[config.mk]
export PLATFORM = sky130hd
export DESIGN_NAME = mul_rs
export DESIGN_NICKNAME = d
export VERILOG_FILES = /design/src/rtl/mul_rs.sv
export SDC_FILE = /design/constraint.sdc
export NUM_CORES = 1
export LEC_CHECK = 0
export ABC_AREA = 1
export CELL_PAD_IN_SITES_DETAIL_PLACEMENT = 1
export CELL_PAD_IN_SITES_GLOBAL_PLACEMENT = 2
export CORE_UTILIZATION = 29
export CTS_BUF_LIST = sky130_fd_sc_hd__clkbuf_2
export CTS_CLUSTER_SIZE = 28
export DETAILED_ROUTE_END_ITERATION = 10
export GPL_ROUTABILITY_DRIVEN = 1
export GPL_TIMING_DRIVEN = 0
export PLACE_DENSITY_LB_ADDON = 0.05
export SLEW_MARGIN = 20
export SYNTH_ARGS = -nofsm -noshare
export SYNTH_HDL_FRONTEND = slang
export SYNTH_SLANG_ARGS = --single-unit
[constraint.sdc]
create_clock -name clk2 -period 2.3 [get_ports clk2]
set_clock_uncertainty 0.05 [all_clocks]
set_input_delay 0.575 -clock clk2 [delete_from_list [all_inputs] [get_ports clk2]]
set_output_delay 0.575 -clock clk2 [all_outputs]
set_load 0.1 [all_outputs]
[src/rtl/mul_rs.sv]
// Three-entry reservation station for the multiply/divide unit: captures operands from the CDB, dispatches one op at a time.
// Optional macro MUL_RS_AGE_EN: when defined, select is oldest-READY-first; otherwise lowest-index-READY-first.
module mul_rs #(
  parameter int DW = 8,
  parameter int TW = 3,
  parameter int N  = 3
) (
  input  logic          clk2,
  input  logic          rst,
  input  logic          issue_valid,
  output logic          issue_ready,
  input  logic [3:0]    issue_func,
  input  logic [3:0]    issue_rd,
  input  logic [TW-1:0] issue_rob,
  input  logic          issue_v1,
  input  logic          issue_v2,
  input  logic [DW-1:0] issue_d1,
  input  logic [DW-1:0] issue_d2,
  input  logic [TW-1:0] issue_t1,
  input  logic [TW-1:0] issue_t2,
  input  logic          cdb_valid,
  input  logic [TW-1:0] cdb_rob,
  input  logic [DW-1:0] cdb_data,
  output logic          ex_b,
  output logic [2:0]    rs_index,
  output logic [DW-1:0] rs1_data,
  output logic [DW-1:0] rs2_data,
  output logic [3:0]    func,
  output logic [3:0]    rd,
  output logic [TW-1:0] rob_ind,
  input  logic          exec_done,
  input  logic [2:0]    done_index,
  output logic [1:0]    mulcount
);

  typedef enum logic [1:0] {S_FREE, S_WAIT, S_READY, S_EXEC} st_t;

  st_t           r_st  [N];
  logic          r_v1  [N];
  logic          r_v2  [N];
  logic [DW-1:0] r_d1  [N];
  logic [DW-1:0] r_d2  [N];
  logic [TW-1:0] r_t1  [N];
  logic [TW-1:0] r_t2  [N];
  logic [3:0]    r_fn  [N];
  logic [3:0]    r_rdr [N];
  logic [TW-1:0] r_rob [N];
  logic          r_busy, r_rdy;
  logic [1:0]    r_cnt;

  st_t           w_st  [N];
  logic          w_v1  [N];
  logic          w_v2  [N];
  logic [DW-1:0] w_d1  [N];
  logic [DW-1:0] w_d2  [N];
  logic [TW-1:0] w_t1  [N];
  logic [TW-1:0] w_t2  [N];
  logic [3:0]    w_fn  [N];
  logic [3:0]    w_rdr [N];
  logic [TW-1:0] w_rob [N];
  logic          w_busy, w_rdy, w_issue, w_alloc_hit, w_sel_hit, w_disp, w_done;
  logic [2:0]    w_alloc_idx, w_sel_idx;
  logic [1:0]    w_cnt;
  logic [DW-1:0] w_o_d1, w_o_d2;
  logic [3:0]    w_o_fn, w_o_rd;
  logic [TW-1:0] w_o_rob;

  logic          r_ex_b;
  logic [2:0]    r_rs_index;
  logic [DW-1:0] r_rs1, r_rs2;
  logic [3:0]    r_func, r_rd;
  logic [TW-1:0] r_rob_ind;

`ifdef MUL_RS_AGE_EN
  logic [1:0] r_age [N];
  logic [1:0] w_age [N];
  logic [1:0] w_best;
`endif

  // Lowest FREE entry for allocation.
  always_comb begin
    w_alloc_hit = 1'b0;
    w_alloc_idx = 3'd0;
    for (int i = N-1; i >= 0; i--) begin
      if (r_st[i] == S_FREE) begin
        w_alloc_hit = 1'b1;
        w_alloc_idx = 3'(i);
      end
    end
  end

`ifdef MUL_RS_AGE_EN
  // Strict greater-than keeps the lower index on equal ages.
  always_comb begin
    w_sel_hit = 1'b0;
    w_sel_idx = 3'd0;
    w_best    = 2'd0;
    for (int i = 0; i < N; i++) begin
      if (r_st[i] == S_READY && (!w_sel_hit || r_age[i] > w_best)) begin
        w_sel_hit = 1'b1;
        w_sel_idx = 3'(i);
        w_best    = r_age[i];
      end
    end
  end
`else
  always_comb begin
    w_sel_hit = 1'b0;
    w_sel_idx = 3'd0;
    for (int i = N-1; i >= 0; i--) begin
      if (r_st[i] == S_READY) begin
        w_sel_hit = 1'b1;
        w_sel_idx = 3'(i);
      end
    end
  end
`endif

  always_comb begin
    w_issue = issue_valid && r_rdy && w_alloc_hit;
    w_disp  = !r_busy && w_sel_hit;
    w_done  = 1'b0;
    w_o_d1  = '0;
    w_o_d2  = '0;
    w_o_fn  = '0;
    w_o_rd  = '0;
    w_o_rob = '0;
    for (int i = 0; i < N; i++) begin
      w_st[i]  = r_st[i];
      w_v1[i]  = r_v1[i];
      w_v2[i]  = r_v2[i];
      w_d1[i]  = r_d1[i];
      w_d2[i]  = r_d2[i];
      w_t1[i]  = r_t1[i];
      w_t2[i]  = r_t2[i];
      w_fn[i]  = r_fn[i];
      w_rdr[i] = r_rdr[i];
      w_rob[i] = r_rob[i];

      if (r_st[i] == S_WAIT && cdb_valid) begin
        if (!r_v1[i] && r_t1[i] == cdb_rob) begin
          w_v1[i] = 1'b1;
          w_d1[i] = cdb_data;
        end
        if (!r_v2[i] && r_t2[i] == cdb_rob) begin
          w_v2[i] = 1'b1;
          w_d2[i] = cdb_data;
        end
        if (w_v1[i] && w_v2[i]) w_st[i] = S_READY;
      end

      if (w_disp && w_sel_idx == 3'(i)) begin
        w_st[i] = S_EXEC;
        w_o_d1  = r_d1[i];
        w_o_d2  = r_d2[i];
        w_o_fn  = r_fn[i];
        w_o_rd  = r_rdr[i];
        w_o_rob = r_rob[i];
      end

      // Completion against a non-EXEC entry (stale or bogus) is dropped entirely.
      if (exec_done && done_index == 3'(i) && r_st[i] == S_EXEC) begin
        w_st[i] = S_FREE;
        w_done  = 1'b1;
      end

      if (w_issue && w_alloc_idx == 3'(i)) begin
        w_fn[i]  = issue_func;
        w_rdr[i] = issue_rd;
        w_rob[i] = issue_rob;
        w_t1[i]  = issue_t1;
        w_t2[i]  = issue_t2;
        w_v1[i]  = issue_v1 || (cdb_valid && cdb_rob == issue_t1);
        w_v2[i]  = issue_v2 || (cdb_valid && cdb_rob == issue_t2);
        w_d1[i]  = issue_v1 ? issue_d1 : cdb_data;
        w_d2[i]  = issue_v2 ? issue_d2 : cdb_data;
        w_st[i]  = (w_v1[i] && w_v2[i]) ? S_READY : S_WAIT;
      end
    end

    w_busy = r_busy;
    if (w_done) w_busy = 1'b0;
    if (w_disp) w_busy = 1'b1;

    w_cnt = 2'd0;
    w_rdy = 1'b0;
    for (int i = 0; i < N; i++) begin
      if (w_st[i] != S_FREE) w_cnt = w_cnt + 2'd1;
      else                   w_rdy = 1'b1;
    end
  end

`ifdef MUL_RS_AGE_EN
  always_comb begin
    for (int i = 0; i < N; i++) begin
      w_age[i] = r_age[i];
      if (w_issue) begin
        if (w_alloc_idx == 3'(i))                       w_age[i] = 2'd0;
        else if (r_st[i] != S_FREE && r_age[i] != 2'd3) w_age[i] = r_age[i] + 2'd1;
      end
    end
  end

  always_ff @(posedge clk2) begin
    for (int i = 0; i < N; i++) r_age[i] <= rst ? 2'd0 : w_age[i];
  end
`endif

  always_ff @(posedge clk2) begin
    if (rst) begin
      for (int i = 0; i < N; i++) begin
        r_st[i]  <= S_FREE;
        r_v1[i]  <= 1'b0;
        r_v2[i]  <= 1'b0;
        r_d1[i]  <= '0;
        r_d2[i]  <= '0;
        r_t1[i]  <= '0;
        r_t2[i]  <= '0;
        r_fn[i]  <= '0;
        r_rdr[i] <= '0;
        r_rob[i] <= '0;
      end
      r_busy     <= 1'b0;
      r_rdy      <= 1'b0;
      r_cnt      <= 2'd0;
      r_ex_b     <= 1'b0;
      r_rs_index <= 3'd0;
      r_rs1      <= '0;
      r_rs2      <= '0;
      r_func     <= '0;
      r_rd       <= '0;
      r_rob_ind  <= '0;
    end else begin
      for (int i = 0; i < N; i++) begin
        r_st[i]  <= w_st[i];
        r_v1[i]  <= w_v1[i];
        r_v2[i]  <= w_v2[i];
        r_d1[i]  <= w_d1[i];
        r_d2[i]  <= w_d2[i];
        r_t1[i]  <= w_t1[i];
        r_t2[i]  <= w_t2[i];
        r_fn[i]  <= w_fn[i];
        r_rdr[i] <= w_rdr[i];
        r_rob[i] <= w_rob[i];
      end
      r_busy <= w_busy;
      r_rdy  <= w_rdy;
      r_cnt  <= w_cnt;
      r_ex_b <= w_disp;
      if (w_disp) begin
        r_rs_index <= w_sel_idx;
        r_rs1      <= w_o_d1;
        r_rs2      <= w_o_d2;
        r_func     <= w_o_fn;
        r_rd       <= w_o_rd;
        r_rob_ind  <= w_o_rob;
      end
    end
  end

  assign issue_ready = r_rdy;
  assign mulcount    = r_cnt;
  assign ex_b        = r_ex_b;
  assign rs_index    = r_rs_index;
  assign rs1_data    = r_rs1;
  assign rs2_data    = r_rs2;
  assign func        = r_func;
  assign rd          = r_rd;
  assign rob_ind     = r_rob_ind;

endmodule

==> results of run 1 <==
-- power by group --
| part | switching (W) | leakage (nW) | internal [W] |
|---|---|---|---|
| Sequential | 0.0000614 | 1.18 | 0.00261 |
| Clock | 0.00114 | 0.151 | 0.000458 |
| Combinational | 0.000579 | 1.81 | 0.000268 |
-- Yosys cell counts --
cell type,count
sky130_fd_sc_hd__a21oi_1,92
sky130_fd_sc_hd__a21oi_2,1
sky130_fd_sc_hd__a22oi_1,4
sky130_fd_sc_hd__a31oi_1,42
sky130_fd_sc_hd__a41oi_1,17
sky130_fd_sc_hd__and3_1,1
sky130_fd_sc_hd__buf_2,16
sky130_fd_sc_hd__buf_4,6
sky130_fd_sc_hd__clkbuf_1,32
sky130_fd_sc_hd__clkinv_1,1
sky130_fd_sc_hd__conb_1,1
sky130_fd_sc_hd__dfxtp_1,145
sky130_fd_sc_hd__ha_1,3
sky130_fd_sc_hd__inv_1,59
sky130_fd_sc_hd__inv_2,13
sky130_fd_sc_hd__nand2_1,233
sky130_fd_sc_hd__nand2_2,2
sky130_fd_sc_hd__nand3_1,31
sky130_fd_sc_hd__nand3b_1,3
sky130_fd_sc_hd__nand4_1,20
sky130_fd_sc_hd__nand4_2,1
sky130_fd_sc_hd__nor2_1,107
sky130_fd_sc_hd__nor2_2,5
sky130_fd_sc_hd__nor2_4,2
sky130_fd_sc_hd__nor3_1,15
sky130_fd_sc_hd__nor3_2,1
sky130_fd_sc_hd__nor3_4,3
sky130_fd_sc_hd__nor4_1,1
sky130_fd_sc_hd__o21ai_0,76
sky130_fd_sc_hd__o21ai_1,1
sky130_fd_sc_hd__o21ai_2,1
sky130_fd_sc_hd__o221ai_1,1
sky130_fd_sc_hd__xnor2_1,13
sky130_fd_sc_hd__xor2_1,3
-- routing by layer --
layer / up-vias / GRT usage / routed length [microns]
li1: 3402 / - / -
met5: - / 0 / 0
met1: 3230 / 0.3662 / 14530
met2: 162 / 0.3372 / 11070
met3: 14 / 0.03586 / 1246
met4: 0 / 0.04429 / 208
-- worst max path at each step --
stage,startpoint,endpoint,cells past startpoint
2_1_floorplan,cdb_rob[1],mulcount[0]$_SDFF_PP0_,16
3_3_place_gp,cdb_valid,mulcount[0]$_SDFF_PP0_,15
5_1_grt,r_t2[0][3]$_SDFFE_PP0N_,mulcount[0]$_SDFF_PP0_,15
4_1_cts,rs2_data[1]$_SDFFE_PP0P_,rs2_data[1],1
3_5_place_dp,cdb_valid,mulcount[0]$_SDFF_PP0_,14
6_report,issue_t1[0],mulcount[1]$_SDFF_PP0_,16
-- stage by stage --
step	hold slack (ns)	cell area, sq um	util	TNS [ns]	std cells
CTS	0.1599	8034	0.3538	0	1351
global placement	0.3917	7903	0.3480	-24.87	1319
floorplan	0.3800	6725	-	0	952
finish	0.1399	8184	0.3604	0	1359
detailed placement	0.3985	7903	0.3480	-25.67	1319
global route	0.06736	8184	0.3604	-0.06408	1359
-- state kept, by name, summed over array words and instances, names as in the netlist --
name / cells
rd: 4
r_d1: 24
r_t1: 9
r_t2: 9
issue_ready: 1
r_st: 6
r_v2: 3
rs2_data: 8
r_fn: 12
rs1_data: 8
r_rob: 9
r_v1: 3
ex_b: 1
func: 4
rs_index: 2
mulcount: 2
r_rdr: 12
r_d2: 24
r_busy: 1
rob_ind: 3
-- worst max-delay path: stages --
cell                              delay [ns]
sky130_fd_sc_hd__clkdlybuf4s50_1        0.49
sky130_fd_sc_hd__inv_2                  0.08
sky130_fd_sc_hd__nand2_1                0.06
sky130_fd_sc_hd__nand3_1                0.07
sky130_fd_sc_hd__nor3_2                 0.24
sky130_fd_sc_hd__nor2_2                 0.11
sky130_fd_sc_hd__inv_2                  0.12
sky130_fd_sc_hd__nand2_2                0.11
sky130_fd_sc_hd__a22oi_2                0.24
sky130_fd_sc_hd__nand2_2                0.12
sky130_fd_sc_hd__buf_4                  0.15
sky130_fd_sc_hd__ha_1                   0.18
sky130_fd_sc_hd__inv_1                  0.05
sky130_fd_sc_hd__nand4_1                0.08
sky130_fd_sc_hd__nand2_1                0.08
sky130_fd_sc_hd__nor2_1                 0.05
-- repair_timing --
action,in CTS,in global routing
setup endpoints to repair,34,16
setup buffers,0,7
resized for setup,185,34
pin swaps,0,6
-- area by class of cell --
type | count | area share
antenna | 1 | 0.0003058
buffer | 54 | 0.03012
clock buffer | 18 | 0.01101
clock inverter | 14 | 0.01957
inverter | 73 | 0.03363
multi-input combinational | 680 | 0.4114
sequential | 145 | 0.3559
tap | 285 | 0.04357
timing repair buffer | 89 | 0.09448
-- cells by family after synthesis --
| group | count (synthesis) |
|---|---|
| compound gates | 235 |
| xor+xnor | 16 |
| fa+ha+maj | 3 |
| buf+inv | 127 |
| flops | 145 |
| other cells | 1 |
| simple gates | 425 |
==> reports/qor.json, run 1 <==
{
  "synthesis": {
    "syn-num-nets": 1009,
    "syn-mean-instance-area_sq_um": 7.060,
    "post_synth_simple_gate_area": 0.2684,
    "synth_area_leaders": "sky130_fd_sc_hd__dfxtp_1 (43%), sky130_fd_sc_hd__nand2_1 (13%), sky130_fd_sc_hd__a21oi_1 (6.9%)",
    "dominant_combinational_cell_family_by_area_after_synthesis": "simple AND/OR/NAND/NOR gates",
    "post_synth_instance_area_sq_mm": 0.006721,
    "synth_fa_ha_area_frac": 0.005585,
    "synth.distinct_cells": 34,
    "yosys-mux-area-fraction": 0,
    "yosys_warnings": 0,
    "top_area_cell_type_share_of_the_netlist_area": 0.4319,
    "synth_area_leader_cell": "sky130_fd_sc_hd__dfxtp_1",
    "register_area_share_after_synthesis": 0.4319,
    "synth_compound_area_frac": 0.1955,
    "ys_seq_elements": 145,
    "synth_cells": 952,
    "synthXorXnorAreaFrac": 0.02085
  },
  "clocking": {
    "tritoncts.num_buffers": 17,
    "cts.clk_slew.worst_paths_ns": 0.26,
    "hold_buffers": 0,
    "clock_tree.root_cell": "sky130_fd_sc_hd__clkbuf_2",
    "cts_tree": "built",
    "cts-root-to-sink-buffers": 2,
    "htree_levels": 4,
    "clock_insertion_delay_worst_skew_ns": 0.77,
    "cts_sinks": 145
  },
  "grt": {
    "antenna_found_initial": 1,
    "number_of_global_route_vias_before_repair": 6606,
    "gr-total-overflow": 0,
    "grt_pass1_wl_microns": 41290,
    "grt.total_usage": 0.2351,
    "maximum_number_of_pins_on_one_net_before_global_route_repair": 17
  },
  "critical_path": {
    "critical_path.max_fanout": 5,
    "timing.reg2reg.setup_slack_ns": 0.13,
    "r2r-start": "r_st[0][1]$_SDFF_PP0_",
    "crit_required_ns": 2.92,
    "endpoint_arrival_time_on_the_critical_path_ns": 2.81,
    "crit_path_end_kind": "flop",
    "crit_type": "in -> reg",
    "nature_of_the_critical_path_startpoint": "input pin",
    "regToRegEndpoint": "r_rob[0][3]$_SDFFE_PP0N_",
    "reg2regPathDepth": 6
  },
  "outcome": {
    "run_status": "finished, final reports clean"
  },
  "die": {
    "io_pins": 88,
    "fp.coreArea_sq_mm": 0.02271,
    "die_y_microns": 154.2,
    "die_area_sq_mm": 0.02379,
    "std_cell_rows": 55,
    "die_width_microns": 154.2,
    "initial_util": 0.2960
  },
  "routing": {
    "vias_per_inst": 5.010,
    "vias": 6808,
    "route.antenna.remaining_nets": 0,
    "drt-total-wl_microns": 27060,
    "detail_route.drc_violations": 0,
    "drt_iter0_markers": 380,
    "detailedRoute.firstPassIterationCount": 5,
    "wire_per_inst_microns": 19.91
  },
  "timing": {
    "setup_viol": 0,
    "fmax_ghz": 0.4566,
    "min_period_ns": 2.190,
    "hold_viol_final": 0,
    "final.period_utilization": 0.9521,
    "postLayoutSetupSlackWorst_ns": 0.1101,
    "rsz0062_at_grt": "yes",
    "final-max-slew-violation-count": 0,
    "worst-slew-pin-transition_ns": 0.7602,
    "slew_headroom": 0.4932
  },
  "job": {
    "max_cap_violations": 0
  },
  "worst_hold_path": {
    "min_to": "r_t2[0][5]$_SDFFE_PP0N_",
    "hold_path_startpoint": "issue_t2[2]",
    "hold_path_class": "in -> reg",
    "hold-path-cell-count": 3
  },
  "power": {
    "powerDensity_mw_per_mm2": 625.8,
    "power.ir.vdd_worst_mv": 0.2601,
    "finalPower_w": 0.005122,
    "p_leak_nw": 3.141
  },
  "cells_and_area": {
    "layout.filler_cells": 2896,
    "final_layout_size_suffix_gt1_frac": 0.1361,
    "area.growth.synth_to_final_pct": 21.76,
    "area_taken_by_flip_flops_and_latches_sq_mm": 0.002913,
    "final_common_cell": "sky130_fd_sc_hd__nand2_1",
    "multi_input_comb_area_sq_mm": 0.003367,
    "nNetsFinal": 1117,
    "highest_count_cells_in_the_layout_ignoring_fill_and_taps": "sky130_fd_sc_hd__nand2_1 (228), sky130_fd_sc_hd__dfxtp_1 (139), sky130_fd_sc_hd__nor2_1 (105)"
  },
  "placed_design": {
    "placer_congestion_estimate": 0.8138,
    "detailedPlacementHpwl_microns": 20220,
    "port_buffers": 82,
    "preCtsSetupSlack_ns": -0.9014
  }
}
Power figures use the tool's default switching activity.
==> run 2: changes to the inputs <==
ABC_CLOCK_PERIOD_IN_PS = 2300   (was unset)
==> results of run 2 <==
Same layout as run 1: the final DEF is identical, and so are final timing and power.
